## src/rtl/muldiv_iter.sv

```systemverilog
// Iterative RV64M mul/div: MUL_BITS product bits/cycle, 1 quotient bit/cycle; out_valid at W/MUL_BITS+1, W+1 or 1 (special).
// Single op in flight: in_ready only in IDLE, result held in DONE until out_ready; flush kills any state.
module muldiv_iter #(
  parameter int XLEN     = 64,
  parameter int MUL_BITS = 2
) (
  input  logic            clk,
  input  logic            reset,
  input  logic            flush,
  input  logic            in_valid,
  output logic            in_ready,
  input  logic [2:0]      funct3,
  input  logic            is_word,
  input  logic [XLEN-1:0] a,
  input  logic [XLEN-1:0] b,
  output logic            out_valid,
  input  logic            out_ready,
  output logic [XLEN-1:0] result,
  output logic            busy
);

  localparam int CW  = $clog2(XLEN);
  localparam int XW2 = 2 * XLEN;

  typedef enum logic [1:0] {S_IDLE, S_MUL, S_DIV, S_DONE} state_t;

  state_t           state_q, state_d;
  logic [CW-1:0]    cnt_q, cnt_d;
  logic [2:0]       f3_q, f3_d;
  logic             word_q, word_d;
  logic             neg_q, neg_d;
  // acc holds the product when multiplying and {remainder, quotient} when dividing
  logic [XW2-1:0]   acc_q, acc_d;
  logic [XW2-1:0]   mcand_q, mcand_d;
  logic [XLEN-1:0]  mplier_q, mplier_d;
  logic [XLEN-1:0]  result_q, result_d;

  logic             a_signed, b_signed, sa, sb, div0, ovf;
  logic [XLEN-1:0]  a_ext, b_ext, a_mag, b_mag, spec_q, spec_r;
  logic [XW2-1:0]   partial, acc_n, prod_fix;
  logic [XLEN:0]    shifted;
  logic [XLEN+1:0]  diff;
  logic             qbit;
  logic [XLEN-1:0]  quo_n, rem_n, r_raw;

  function automatic logic [XLEN-1:0] wfix(input logic w, input logic [XLEN-1:0] v);
    return w ? XLEN'($signed(v[31:0])) : v;
  endfunction

  // Operand decode from the request port; only used on the accept edge.
  always_comb begin
    a_signed = (funct3 != 3'b011) && (funct3 != 3'b101) && (funct3 != 3'b111);
    b_signed = a_signed && (funct3 != 3'b010);
    a_ext = is_word ? (a_signed ? XLEN'($signed(a[31:0])) : XLEN'(a[31:0])) : a;
    b_ext = is_word ? (b_signed ? XLEN'($signed(b[31:0])) : XLEN'(b[31:0])) : b;
    sa    = a_signed & a_ext[XLEN-1];
    sb    = b_signed & b_ext[XLEN-1];
    a_mag = sa ? -a_ext : a_ext;
    b_mag = sb ? -b_ext : b_ext;
    div0  = is_word ? (b[31:0] == 32'h0) : (b == '0);
    ovf   = a_signed & (is_word ? (a[31:0] == 32'h8000_0000 && b[31:0] == 32'hFFFF_FFFF)
                                : (a == {1'b1, {(XLEN-1){1'b0}}} && b == '1));
    spec_q = div0 ? '1 : wfix(is_word, a);
    spec_r = div0 ? wfix(is_word, a) : '0;
  end

  // One iteration step of each datapath, evaluated from the current state.
  always_comb begin
    partial = '0;
    for (int i = 0; i < MUL_BITS; i++) begin
      if (mplier_q[i]) partial = partial + (mcand_q << i);
    end
    acc_n    = acc_q + partial;
    prod_fix = neg_q ? -acc_n : acc_n;

    shifted = {acc_q[XW2-1:XLEN], acc_q[XLEN-1]};
    diff    = {1'b0, shifted} - {2'b00, mcand_q[XLEN-1:0]};
    qbit    = ~diff[XLEN+1];
    rem_n   = qbit ? diff[XLEN-1:0] : shifted[XLEN-1:0];
    quo_n   = {acc_q[XLEN-2:0], qbit};
  end

  always_comb begin
    state_d  = state_q;
    cnt_d    = cnt_q;
    f3_d     = f3_q;
    word_d   = word_q;
    neg_d    = neg_q;
    acc_d    = acc_q;
    mcand_d  = mcand_q;
    mplier_d = mplier_q;
    result_d = result_q;
    r_raw    = '0;
    case (state_q)
      S_IDLE: begin
        if (in_valid && !flush) begin
          f3_d     = funct3;
          word_d   = is_word;
          neg_d    = (funct3[2] && funct3[1]) ? sa : (sa ^ sb);
          mplier_d = b_mag;
          if (funct3[2]) begin
            mcand_d = XW2'(b_mag);
            acc_d   = XW2'(is_word ? (a_mag << (XLEN - 32)) : a_mag);
            cnt_d   = is_word ? CW'(31) : CW'(XLEN - 1);
          end else begin
            mcand_d = XW2'(a_mag);
            acc_d   = '0;
            cnt_d   = is_word ? CW'(32 / MUL_BITS - 1) : CW'(XLEN / MUL_BITS - 1);
          end
          if (funct3[2] && (div0 || ovf)) begin
            result_d = funct3[1] ? spec_r : spec_q;
            state_d  = S_DONE;
          end else begin
            state_d  = funct3[2] ? S_DIV : S_MUL;
          end
        end
      end
      S_MUL: begin
        acc_d    = acc_n;
        mcand_d  = mcand_q << MUL_BITS;
        mplier_d = mplier_q >> MUL_BITS;
        cnt_d    = cnt_q - 1'b1;
        if (cnt_q == '0) begin
          r_raw    = (f3_q[1:0] == 2'b00) ? prod_fix[XLEN-1:0] : prod_fix[XW2-1:XLEN];
          result_d = wfix(word_q, r_raw);
          state_d  = S_DONE;
        end
      end
      S_DIV: begin
        acc_d = {rem_n, quo_n};
        cnt_d = cnt_q - 1'b1;
        if (cnt_q == '0) begin
          if (f3_q[1]) r_raw = neg_q ? -rem_n : rem_n;
          else         r_raw = neg_q ? -quo_n : quo_n;
          result_d = wfix(word_q, r_raw);
          state_d  = S_DONE;
        end
      end
      S_DONE: begin
        if (out_ready) state_d = S_IDLE;
      end
      default: state_d = S_IDLE;
    endcase
    // A killed op must leave the previously delivered result untouched.
    if (flush) begin
      state_d  = S_IDLE;
      result_d = result_q;
    end
  end

  always_ff @(posedge clk) begin
    if (reset) begin
      state_q  <= S_IDLE;
      cnt_q    <= '0;
      f3_q     <= '0;
      word_q   <= 1'b0;
      neg_q    <= 1'b0;
      acc_q    <= '0;
      mcand_q  <= '0;
      mplier_q <= '0;
      result_q <= '0;
    end else begin
      state_q  <= state_d;
      cnt_q    <= cnt_d;
      f3_q     <= f3_d;
      word_q   <= word_d;
      neg_q    <= neg_d;
      acc_q    <= acc_d;
      mcand_q  <= mcand_d;
      mplier_q <= mplier_d;
      result_q <= result_d;
    end
  end

  assign in_ready  = (state_q == S_IDLE);
  assign out_valid = (state_q == S_DONE);
  assign busy      = (state_q != S_IDLE);
  assign result    = result_q;

endmodule

```

## config.mk

```make
export PLATFORM = sky130hd
export DESIGN_NAME = muldiv_iter
export DESIGN_NICKNAME = d
export VERILOG_FILES = /design/src/rtl/muldiv_iter.sv
export SDC_FILE = /design/constraint.sdc
export NUM_CORES = 2
export LEC_CHECK = 0
export ABC_AREA = 0
export CORE_MARGIN = 2
export CORE_UTILIZATION = 25
export CTS_BUF_LIST = sky130_fd_sc_hd__clkbuf_4
export CTS_CLUSTER_DIAMETER = 150
export DETAILED_ROUTE_END_ITERATION = 10
export GPL_ROUTABILITY_DRIVEN = 0
export PLACE_DENSITY = 0.44
export SKIP_CTS_REPAIR_TIMING = 1
export SLEW_MARGIN = 25
export SYNTH_ARGS = -nofsm -noshare
export SYNTH_HDL_FRONTEND = slang
export SYNTH_SLANG_ARGS = --single-unit
```

## constraint.sdc

```tcl
create_clock -name clk -period 18.1 [get_ports clk]
set_clock_uncertainty 0.05 [all_clocks]
set_input_delay 5.43 -clock clk [delete_from_list [all_inputs] [get_ports clk]]
set_output_delay 5.43 -clock clk [all_outputs]
set_load 0.1 [all_outputs]
```

# After elaboration in Yosys (flattened, before gate mapping)
# Cells that the tools add are included.
[word_totals]
ff_bits = 396
input_bits = 137
wordCells = 116
output_inout_bits = 67
[classes]
add_sub_neg = 9
bitwise_logic = 6
n_reduce_logical = 27
muxes = 48
eq_ne = 17
[op_table]
columns = ["operator", "n"]
rows = [
  ["$mux W64", 23],
  ["$mux W128", 5],
  ["$pmux W128 S3", 1],
  ["$add A128 B128 Y128", 2],
  ["$neg A64 Y64", 4],
  ["$pmux W128 S2", 1],
  ["$mux W96", 2],
  ["$pmux W64 S3", 1],
  ["$eq A64 B64 Y1 const B", 2],
  ["$neg A128 Y128", 1],
  ["$pmux W64 S2", 1],
  ["$sub A65 B64 Y66", 1],
  ["$eq A32 B32 Y1 const B", 2],
  ["$logic_not A64 Y1", 1],
  ["$logic_not A32 Y1", 1],
  ["$mux W6", 3],
  ["$pmux W6 S2", 1],
  ["$mux W2", 5],
  ["$logic_and A1 B1 Y1", 8],
  ["$ne A2 B1 Y1 const B", 4],
  ["$reduce_and A2 Y1", 4],
  ["$logic_not A6 Y1", 1],
  ["$ne A3 B2 Y1 const B", 2],
  ["$ne A3 B3 Y1 const B", 2],
  ["other kinds (18)", 29],
]

# Longest topological paths before layout
[logic_depth]
word_depth = 11
ltp_mapped = 54
ltp_nobuf = 39

# Worst setup path after synthesis
# Ideal clock, no wire load.
[synth_timing]
path_type = "register to register"
from = "reg mplier_q[0]"
to = "reg result_q[61] (netlist: result[61])"
stages_incl_launch_ff = 53
path_slack_ps = 4993
arrival_time_ps = 12969
path_buffers = 14
synth_period_minus_slack_ps = 13107
required_time_ps = 17962
setup_time_ps = 88
cell_sequence = "dfxtp_1 -> clkbuf_1 -> clkbuf_1 -> buf_1 -> clkbuf_1 -> buf_1 -> clkbuf_1 -> clkbuf_1 -> buf_1 -> buf_1 -> clkbuf_1 -> clkbuf_1 -> clkbuf_1 -> clkbuf_1 -> nand2_1 -> inv_1 -> ha_1 -> fa_1 -> (+17 left out) -> ha_1 -> and4_1 -> nand2_1 -> or3_1 -> o21ai_0 -> a211oi_1 -> nor2b_1 -> a211oi_1 -> nor2_1 -> or4b_2 -> nand2b_1 -> or4_4 -> buf_6 -> or4_4 -> or4_4 -> o2111a_1 -> or4_1 -> a311oi_2"
[synth_via]
elab_chain_len = 10
[synth_rtl]
columns = ["item", "line_no", "text"]
rows = [
  ["from (decl)", "35", "logic [XLEN-1:0] mplier_q, mplier_d;"],
  ["from (signal assigned)", "170", "mplier_q <= mplier_d;"],
  ["$mux W128 *", "71", "if (mplier_q[i]) partial = partial + (mcand_q << i);"],
  ["$add A128 B128 Y128", "71", ""],
  ["$mux W128 *", "71", ""],
  ["$add A128 B128 Y128 *", "73", "acc_n = acc_q + partial;"],
  ["$neg A128 Y128", "74", "prod_fix = neg_q ? -acc_n : acc_n;"],
  ["$mux W128 *", "74", ""],
  ["$mux W64 *", "124", "r_raw = (f3_q[1:0] == 2'b00) ? prod_fix[XLEN-1:0] : prod_fix[XW2-1:XLEN];"],
  ["$mux W64 *", "47", "return w ? XLEN'($signed(v[31:0])) : v;"],
  ["$mux W64 *", "123", "if (cnt_q == '0) begin"],
  ["$pmux W64 S3 *", "94", "case (state_q)"],
  ["to (signal assigned)", "171", "result_q <= result_d;"],
  ["to (decl)", "36", "logic [XLEN-1:0] result_q, result_d;"],
]
# Mark *: on every way between the ends. The rest lies on a longest branch, timed or not. The select of a mux whose other input is x is not followed.
# A chain may end at the register's enable or synchronous reset.

# Worst setup path in the final report
# Same ends and word-level chain as after synthesis.

==> results.ini <==
[global_route]
grt.total_usage_pct = 28.3
gr-total-overflow = 0
antenna_found_initial = 35
grt_pass1_wl_mm = 481
first_global_vias = 64466
grt_max_degree = 139

[finish]
layoutNonFillerInstCount = 11510
final_nets = 8811
area_growth_pct = 11.4
fin_area_um2 = 63600
drive_above_1_share_pct = 7.58

[yosys]
synth_area_leaders = dfxtp_1, nand2_1, a21oi_1, ha_1, o21ai_0
synth_area_um2 = 57100
synth_nets = 8967
yosys_warnings = 0
synth-seq-area-share_pct = 13.9
yosysTopAreaCellShare_pct = 13.9
synthCells = 8548
synth_ff_type = dfxtp_1
syn_avg_cell_area_um2 = 6.68
yosysTopAreaCell = dfxtp_1
synth_common_cells = nand2_1, nor2_1, a21oi_1
synth.lib_cells_used.distinct = 119
synth-seq-cells = 396
synth_edf_count = 0
async_reset_ff_share_pct = 0
yosysMostFrequentCell = nand2_1

[sta]
period_share_pct = 71.3
finalCriticalPeriod_ps = 12900
finalHoldViolCount = 0
setup_tns_ps = 0
relSlewSlack_pct = 17.3
maxSlewViolCount = 0
setup_violations = 0
setup_slack_ps = 5200
tightest_slew_ps = 1240
rsz0062_at_grt = false
fmax_mhz = 77.5

[power_and_ir_drop]
p_leak_nw = 23.4
ir_drop_v = 0.0000677
switching_power_w = 0.00175
pwr-share-clk_pct = 29.2
p_comb_share_pct = 42.6
internal-power_w = 0.00183
seqPwrFrac_pct = 28.2
finalPower_w = 0.00358
power.density_nw_per_um2 = 56.2
p_sw_share_pct = 49.0

[clocking]
clk_pin_slew_ps = 70
clockBufferDepth = 3
root_buffer = clkbuf_4
cts_buffers = 137
htreeDepth = 4
clk_latency_ps = 1320
clock-sinks = 396
tritoncts = built

[worst_setup_path]
arrival_ps = 14040
crit_type = reg -> reg
worstPathMaxFanout = 52
r2r_slack_ps = 5200
cp-start-kind = flip-flop
cpPeakStageDelay_ps = 700
crit_slowest_cell = or4b_2
crit_top_cell = nand2_1
critPathRequiredTime_ps = 19240
cp-end-kind = flip-flop

[drt]
dr.first_iter.drc_count = 10995
wl_per_cell_um = 29.9
drt_wl_total_mm = 345
drtPass1Iterations = 10
vias = 71072
avgViaCountPerCell = 6.17
drc = 0
ant_nets = 0

[floorplanning]
die_h_um = 482
die_w_um = 482
core_area_um2 = 227000
rows = 175
dieArea_um2 = 232000
io_pins = 204
start_util_pct = 25.1

[place]
place_inst = 11262
post-dp-hpwl_mm = 273
post-place-ws_ps = 5600
io_buffers = 203
placed_area_um2 = 61900

[run]
max-cap-violations = 0

[run_status]
outcome = complete, no violations

[hold_path]
min_path_type = reg -> reg

critical path: cells and delay by family (launching register included):
family / cells / cell delay (ps)
AO/OA/AOI/OAI: 16 / 4560
XOR/XNOR: 2 / 380
adder cells (fa/ha/maj): 3 / 910
buffers and inverters: 3 / 790
flip-flops: 1 / 520
multiplexers: 1 / 350
AND/OR/NAND/NOR: 15 / 5220
layout make-up:
class | instances | area (um2)
antenna | 20 | 50.0
clock buffer | 185 | 1390
clock inverter | 43 | 267
fill | 25487 | 164000
inverter | 218 | 820
multi-input combinational | 7267 | 46100
sequential | 396 | 7940
tap | 3009 | 3760
timing repair buffer | 372 | 3350
power by group through the flow:
stage	logic [W]	clock network [W]	registers (W)
after floorplan	0.000872	0	0.000977
after global placement	0.00144	0	0.00102
after detailed placement	0.00145	0	0.00102
after CTS	0.00145	0.00107	0.00100
after global routing	0.00158	0.00111	0.00101
final	0.00152	0.00105	0.00101
final timing paths:
kind | startpoint | cells past startpoint | endpoint
max | mplier_q[0] | 40 | result[61]
min | mplier_q[8] | 2 | mplier_q[8]
max reg2reg | mplier_q[0] | 40 | result[61]
min reg2reg | mplier_q[8] | 2 | mplier_q[8]
cell families (layout without fill, tap and decap cells):
logic type | Yosys count | in the layout | share of synthesized area [%]
flip-flops | 396 | 396 | 13.9
AO/OA/AOI/OAI | 3039 | 3039 | 35.1
buffers and inverters | 885 | 818 | 6.02
AND/OR/NAND/NOR | 3195 | 3195 | 26.6
XOR/XNOR | 568 | 568 | 8.73
other | 0 | 20 | 0
adder cells (fa/ha/maj) | 319 | 319 | 6.86
multiplexers | 146 | 146 | 2.80
metrics by stage:
stage          util [%]  hold slack, ps
6_report           28.0             400
5_1_grt            28.0             415
2_1_floorplan         -             381
3_5_place_dp       27.2             394
4_1_cts            28.0             402
3_3_place_gp       27.2             389
registers in the layout, summed over array words and instances, names as in the netlist:
| name | count |
|---|---|
| acc_q | 128 |
| cnt_q | 6 |
| f3_q | 2 |
| mcand_q | 128 |
| mplier_q | 64 |
| neg_q | 1 |
| result | 64 |
| state_q | 2 |
| word_q | 1 |
cells in the final DEF (no fill, tap or decap), types with 43 or more instances in the layout:
cell type        synthesis  layout
and3_1                  43      43
o21a_1                  62      61
nand2b_1                69      68
xnor2_1                334     323
a21o_1                 193     193
nor2b_1                 51      50
nor3_1                 288     287
mux2_2                  82      82
o21bai_1                69      69
and2_1                 105     104
a222oi_1                89      89
o211ai_1                78      78
buf_4                   12     165
o22ai_1                 67      67
nor4_1                 105     103
clkbuf_4                 0     185
a21oi_1                773     773
a211oi_1                90      90
a22o_1                  76      76
nand3_1                201     201
or3_1                   71      71
xor2_1                 233     230
a221oi_1                64      64
inv_1                  209     206
a22oi_1                173     173
nor2_1                 847     841
o21ai_0                665     657
ha_1                   279     276
mux2i_1                 61      61
dfxtp_1                396     392
clkdlybuf4s50_1          0     200
nand4_1                135     135
o41ai_1                 51      50
nand2_1               1040    1039
a31oi_1                 83      82
o31ai_1                106     106
per-layer routing:
layer | track usage [%] | wire (um) | up-vias
met4 | 17.3 | 25000 | 24
li1 | - | - | 31590
met1 | 36.6 | 139000 | 34057
met5 | 0 | 150 | -
met2 | 39.6 | 136000 | 4528
met3 | 10.2 | 44500 | 873
Power figures use the tool's default switching activity.
